File: src/rtl/lsu_mem_access.sv
// Memory-stage load/store unit: single-outstanding req/ack bus, lane steering, load extension.
// Latency 3 cycles with immediate ack (+1 per wait cycle); stalls upstream while a transfer is in flight.
module lsu_mem_access #(
    parameter int TIMEOUT = 16
) (
    input  logic        clk,
    input  logic        reset,
    input  logic        mem_read,
    input  logic        mem_write,
    input  logic [1:0]  inst_size,
    input  logic        load_unsigned,
    input  logic [31:0] addr,
    input  logic [31:0] store_data,
    output logic [31:0] load_data,
    output logic        load_valid,
    output logic        stall,
    output logic        misaligned,
    output logic        bus_err,
    output logic        mreq,
    output logic        bus_write,
    output logic [31:0] bus_addr,
    output logic [3:0]  bus_be,
    output logic [31:0] bus_wdata,
    input  logic [31:0] bus_rdata,
    input  logic        bus_ack
);
    localparam int CW = $clog2(TIMEOUT);

    typedef enum logic [1:0] {IDLE, REQ, DONE} state_t;

    state_t          state, state_nxt;
    logic [CW-1:0]   cnt;
    logic            lat_write;
    logic [1:0]      lat_size;
    logic            lat_uns;
    logic [1:0]      lat_a;

    logic            req;
    logic            start;
    logic            expired;
    logic [3:0]      be_nxt;
    logic [31:0]     wdata_nxt;
    logic [31:0]     shifted;
    logic [31:0]     ext;

    assign req        = mem_read | mem_write;
    assign misaligned = (state == IDLE) & req &
                        (((inst_size == 2'b01) & addr[0]) | (inst_size[1] & (addr[1:0] != 2'b00)));
    assign start      = (state == IDLE) & req & ~misaligned;
    // Reset gating keeps stall low even if decode still presents the abandoned request.
    assign stall      = ~reset & (start | (state == REQ));
    assign expired    = (cnt == CW'(TIMEOUT - 1));

    always_comb begin
        be_nxt    = 4'b1111;
        wdata_nxt = store_data;
        case (inst_size)
            2'b00: begin
                be_nxt    = 4'b0001 << addr[1:0];
                wdata_nxt = {4{store_data[7:0]}};
            end
            2'b01: begin
                be_nxt    = addr[1] ? 4'b1100 : 4'b0011;
                wdata_nxt = {2{store_data[15:0]}};
            end
            default: ;
        endcase
    end

    always_comb begin
        shifted = bus_rdata >> {lat_a, 3'b000};
        ext     = bus_rdata;
        case (lat_size)
            2'b00:   ext = {{24{~lat_uns & shifted[7]}}, shifted[7:0]};
            2'b01:   ext = {{16{~lat_uns & shifted[15]}}, shifted[15:0]};
            default: ext = bus_rdata;
        endcase
    end

    always_ff @(posedge clk or posedge reset) begin
        if (reset) state <= IDLE;
        else       state <= state_nxt;
    end

    always_comb begin
        state_nxt = state;
        case (state)
            IDLE:    if (start) state_nxt = REQ;
            REQ:     if (bus_ack || expired) state_nxt = DONE;
            DONE:    state_nxt = IDLE;
            default: state_nxt = IDLE;
        endcase
    end

    always_ff @(posedge clk or posedge reset) begin
        if (reset) begin
            mreq       <= 1'b0;
            bus_write  <= 1'b0;
            bus_addr   <= 32'h0;
            bus_be     <= 4'h0;
            bus_wdata  <= 32'h0;
            load_data  <= 32'h0;
            load_valid <= 1'b0;
            bus_err    <= 1'b0;
            cnt        <= '0;
            lat_write  <= 1'b0;
            lat_size   <= 2'b00;
            lat_uns    <= 1'b0;
            lat_a      <= 2'b00;
        end else begin
            case (state)
                IDLE: if (start) begin
                    mreq      <= 1'b1;
                    bus_write <= mem_write;
                    bus_addr  <= {addr[31:2], 2'b00};
                    bus_be    <= be_nxt;
                    bus_wdata <= wdata_nxt;
                    cnt       <= '0;
                    lat_write <= mem_write;
                    lat_size  <= inst_size;
                    lat_uns   <= load_unsigned;
                    lat_a     <= addr[1:0];
                end
                REQ: if (bus_ack) begin
                    mreq <= 1'b0;
                    if (!lat_write) begin
                        load_data  <= ext;
                        load_valid <= 1'b1;
                    end
                end else if (expired) begin
                    mreq       <= 1'b0;
                    bus_err    <= 1'b1;
                    load_data  <= 32'h0;
                    load_valid <= 1'b0;
                end else begin
                    cnt <= cnt + 1'b1;
                end
                DONE: begin
                    load_valid <= 1'b0;
                    bus_err    <= 1'b0;
                end
                default: ;
            endcase
        end
    end
endmodule

File: config.mk
export PLATFORM = sky130hd
export DESIGN_NAME = lsu_mem_access
export DESIGN_NICKNAME = d
export VERILOG_FILES = /design/src/rtl/lsu_mem_access.sv
export SDC_FILE = /design/constraint.sdc
export NUM_CORES = 1
export LEC_CHECK = 0
export BUFFER_PORTS_ARGS = -buffer_cell sky130_fd_sc_hd__buf_2
export CELL_PAD_IN_SITES_DETAIL_PLACEMENT = 1
export CELL_PAD_IN_SITES_GLOBAL_PLACEMENT = 2
export CORE_MARGIN = 2
export CORE_UTILIZATION = 27
export DETAILED_ROUTE_END_ITERATION = 8
export PLACE_DENSITY = 0.82
export SLEW_MARGIN = 20
export SYNTH_ARGS = -nofsm -noshare
export SYNTH_HDL_FRONTEND = slang
export SYNTH_SLANG_ARGS = --single-unit
File: constraint.sdc
create_clock -name clk -period 3.2 [get_ports clk]
set_input_delay 0.32 -clock clk [delete_from_list [all_inputs] [get_ports clk]]
set_output_delay 0.32 -clock clk [all_outputs]
set_load 0.05 [all_outputs]
Word-level counts from Yosys, hierarchy flattened

Cells that the tools add are included.

Output and inout bits: 106
Register bits after elaboration: 113
Word-level logic and storage cells: 82
Input bits: 104

Bitwise operators: 14
Shift operators: 2
Equal/unequal tests: 13
Reductions and logical operators: 15
Add/sub/neg operators: 1
Multiplexer cells: 24

Operators with widths:

| cell                                                                  | count |
|---|---|
| 32-bit one-hot mux with 2 select lines                                | 2 |
| 32-bit two-way mux                                                    | 3 |
| 32-bit by 5-bit >> shifter with 16-bit output                         | 1 |
| 4-bit two-way mux                                                     | 4 |
| 4-bit one-hot mux with 2 select lines                                 | 2 |
| 3-bit AND reduction                                                   | 4 |
| 2-bit inequality test, second input constant                          | 5 |
| 1-bit bitwise AND                                                     | 8 |
| 2-bit nonzero test                                                    | 4 |
| 1-bit two-way mux                                                     | 7 |
| 2-bit by 1-bit equality test with 1-bit output, second input constant | 3 |
| 2-bit zero test                                                       | 3 |
| 3-bit inequality test, second input constant                          | 2 |
| 1-bit one-hot mux with 2 select lines                                 | 3 |
| 4-bit by 1-bit adder with 4-bit output, second input constant         | 1 |
| 4-bit equality test, second input constant                            | 1 |
| 2-bit two-way mux                                                     | 2 |
| 2-bit one-hot mux with 2 select lines                                 | 1 |
| 2-bit AND reduction                                                   | 2 |
| 4-bit AND reduction                                                   | 1 |
| 1-bit by 2-bit << shifter with 4-bit output, first input constant     | 1 |
| 1-bit inverter                                                        | 3 |
| 1-bit OR                                                              | 3 |
| 2-bit equality test, second input constant                            | 1 |
| 2 further kinds                                                       | 2 |

Depth between registers and ports, before layout

Word-level depth: 8
Mapped depth: 9

Worst setup path before layout

Ideal clock, no wire load.

Path type: flip-flop to output port
From: reg state[0]
To: out stall
Buffers on the path: 3
Arrival: 2.292 ns
Cell stages (with the launch flop): 9
Required time: 2.880 ns
Slack: 0.588 ns
Cells stage by stage: dfrtp_1 > inv_1 > ha_1 > o21ai_0 > or3_1 > buf_2 > buf_6 > clkbuf_1 > a21oi_1

Word-level cells in the longest chain between the ends: 7
Elaborated cells between the ends (all ways): 8
Those cells by class: 1 x eq/ne; 6 x bitwise; 1 x reduce/logical

RTL lines:

| item                   | RTL line | source |
|---|---|---|
| start, declared        | 31       | `state_t state, state_nxt;` |
| start signal, assigned | 82       | `else state <= state_nxt;` |
| 2-bit zero test        | 47, 49   |  |
| 1-bit bitwise AND      | 47, 49   |  |
| 1-bit bitwise AND      | 47       | `assign misaligned = (state == IDLE) & req &` |
| 1-bit inverter         | 49       | `assign start = (state == IDLE) & req & ~misaligned;` |
| 1-bit bitwise AND      | 49       |  |
| 1-bit OR *             | 51       | `assign stall = ~reset & (start \| (state == REQ));` |
| 1-bit bitwise AND *    | 51       |  |
| end, declared          | 16       | `output logic stall,` |

Mark *: on every way between the ends. The rest lies on a longest branch, timed or not.

Final worst setup path

From: reg state[1]
To: out stall

The elaborated chain is that of the path after synthesis.

==> flow_summary.ini <==
[worst_setup_path]
end_kind = primary output
slowest_delay_ps = 570
path_cells = inv_1, ha_1, o21ai_0, or3_4, a21oi_1, buf_2
reg2reg_from = state[0]
r2r_end = bus_addr[31]
critPathLaunchType = flop
cp_max_fo = 54
r2r_cells = 6
reg2reg_setup_slack_ps = 620
crit_type = reg -> out
worstPathArrival_ps = 2310
required_ps = 2880
cp_slowest_cell = or3_4

[synth]
yosysUniqueCellTypes = 45
synth_area_um2 = 5320
synth.avg_cell_area_um2 = 11.30
synth_seq_cells = 113
synthCells = 471
synth-warning-count = 0
synth_seq_area_share = 0.5315
ys.flop_type = dfrtp_1
synth_top_area_frac = 0.5315
synth_area_leaders = dfrtp_1 (53%), mux2_4 (8.2%), o21ai_0 (5.9%), mux2i_1 (5.6%), nand2_1 (3.9%)
synth_edf_count = 0
synthArstFlopShare = 1.000
synth.largest_area_cell = dfrtp_1

[sta]
finalHoldViolations = 0
maxSlewViolCount = 0
layout_min_cycle_time_ps = 2632
period_share = 0.8225
holdWs_ps = 130.8
fin_worst_skew_ps = 8.206
fmax_mhz = 379.9
rsz0062_at_grt = no
slew_headroom = 0.3601
finalSetupViolCount = 0
max_slew.worst_pin.slew_ps = 957.8
setup_tns_ps = 0

[cts]
post_cts_buffers = 0
holdBufCountCts = 0
cts_resized = 0
clock_sinks = 113
clkLatencyLatePin_ps = 410
cts.path.max_buffers = 2
clk_pin_slew_ps = 50
cts_buffers = 17
h-tree-depth = 4
cts_tree = done
root_buffer = clkbuf_16

[placement]
place_area_um2 = 6589
dpl.hpwl_mm = 12.65
place_congestion = 0.7981
portBuffers = 207

[floorplan]
die_area_um2 = 20840
die_x_um = 144.4
die_y_um = 144.4
io_pins = 210
initial_core_util = 0.2743
core_area_um2 = 19400
rows = 51

[global_route]
grt_usage = 0.1626
antenna_found_initial = 0
overflow = 0
grt_pass1_vias = 4914
grt_pass1_wl_mm = 26.22
grt_max_degree = 55

[detailed_routing]
drt_wl_total_mm = 16.92
avgViaCountPerCell = 4.820
first_pass_iters = 4
routed-via-count = 4565
drc = 0
drt_iter0_markers = 140
wl_per_cell_um = 17.86
ant_nets = 0

[cells_and_area]
antenna_cells = 0
fillers = 2275
drive_gt1_frac = 0.4311
mostFrequentLayoutCells = buf_2 (207), dfrtp_1 (113), o21ai_0 (63)
area_delta_synth_final_pct = 33.98
final_net_count = 779
final_common_cell = buf_2
design_area_um2 = 7128

[min_path]
hp-class = in -> async

[power_and_ir_drop]
peakVddDrop_v = 0.0004171
p_leak_nw = 3.562
p_per_area_nw_per_um2 = 1271

[run_status]
status = finished clean

[flow_run]
max-cap-violations = 0
-- synthesized netlist by cell type, types with 6 or more instances --
cell	count
inv_1	8
o21ai_0	63
clkbuf_1	20
o2bb2ai_1	6
a21oi_1	25
nand2b_1	9
nor2_1	22
mux2_4	29
mux2_2	17
nand2_1	55
dfrtp_1	113
mux2i_1	30
a221o_1	16
-- worst max path at each step --
stage | from | end | slack, ps | depth (start not counted)
after CTS | state[1] | stall | 500 | 6
final | state[1] | stall | 570 | 6
after global placement | inst_size[0] | bus_addr[31] | 660 | 5
after global routing | state[0] | stall | 330 | 6
after detailed placement | state[0] | bus_addr[31] | 570 | 6
after floorplan | state[0] | stall | 590 | 8
-- cell families (layout without fill, tap and decap cells) --
logic type | Yosys count | count (layout) | share of synthesized area
other | 1 | 2 | 0.0007049
multiplexers | 77 | 77 | 0.1785
adder cells (fa/ha/maj) | 5 | 5 | 0.01176
flip-flops | 113 | 113 | 0.5315
AO/OA/AOI/OAI | 130 | 130 | 0.1531
AND/OR/NAND/NOR | 104 | 104 | 0.08726
buffers and inverters | 41 | 251 | 0.03716
-- power by group --
| part | internal, mW | switching (mW) | total [mW] |
|---|---|---|---|
| sequential | 2.11 | 0.506 | 2.62 |
| combinational | 1.30 | 3.40 | 4.69 |
| clock | 1.08 | 0.673 | 1.75 |
-- flip-flops by register name, indices dropped and copies added, names as in the netlist --
register / flops
state: 2
bus_be: 4
lat_write: 1
bus_wdata: 32
mreq: 1
lat_a: 2
lat_uns: 1
cnt: 4
load_data: 32
bus_addr: 30
bus_err: 1
load_valid: 1
lat_size: 2
-- worst max-delay path: cells and delay by family, from the launching register on --
family          cells  cell delay, ps
simple gates        1             570
flops               1             400
buf+inv             2             390
compound gates      2             340
fa+ha+maj           1             200
-- metal layers --
layer / track usage / share of wire / up-vias
met5: 0 / 0 / -
met1: 0.1988 / 0.42 / 2285
li1: - / - / 2085
met2: 0.2667 / 0.48 / 169
met4: 0.06387 / 0.022 / 0
met3: 0.05265 / 0.080 / 26
-- layout make-up --
cell class	instances	area, um^2	area share
multi-input cells	318	2310	0.3240
repair buffers	212	1086	0.1524
inverters	8	33.78	0.004739
flip-flops and latches	113	2828	0.3967
well taps	265	331.6	0.04652
clock buffers	21	450.4	0.06319
clock inverters	10	88.84	0.01246
-- metrics by stage --
| step | power, mW | util | setup slack (ps) | cells |
|---|---|---|---|---|
| floorplan | 6.145 | - | 587.7 | 472 |
| global placement | 7.235 | 0.3395 | 662.9 | 916 |
| detailed placement | 7.373 | 0.3397 | 573.7 | 916 |
| CTS | 9.167 | 0.3675 | 496.6 | 947 |
| global route | 9.569 | 0.3675 | 332.4 | 947 |
| finish | 9.059 | 0.3675 | 568.0 | 947 |
(Power assumes the default switching activity.)
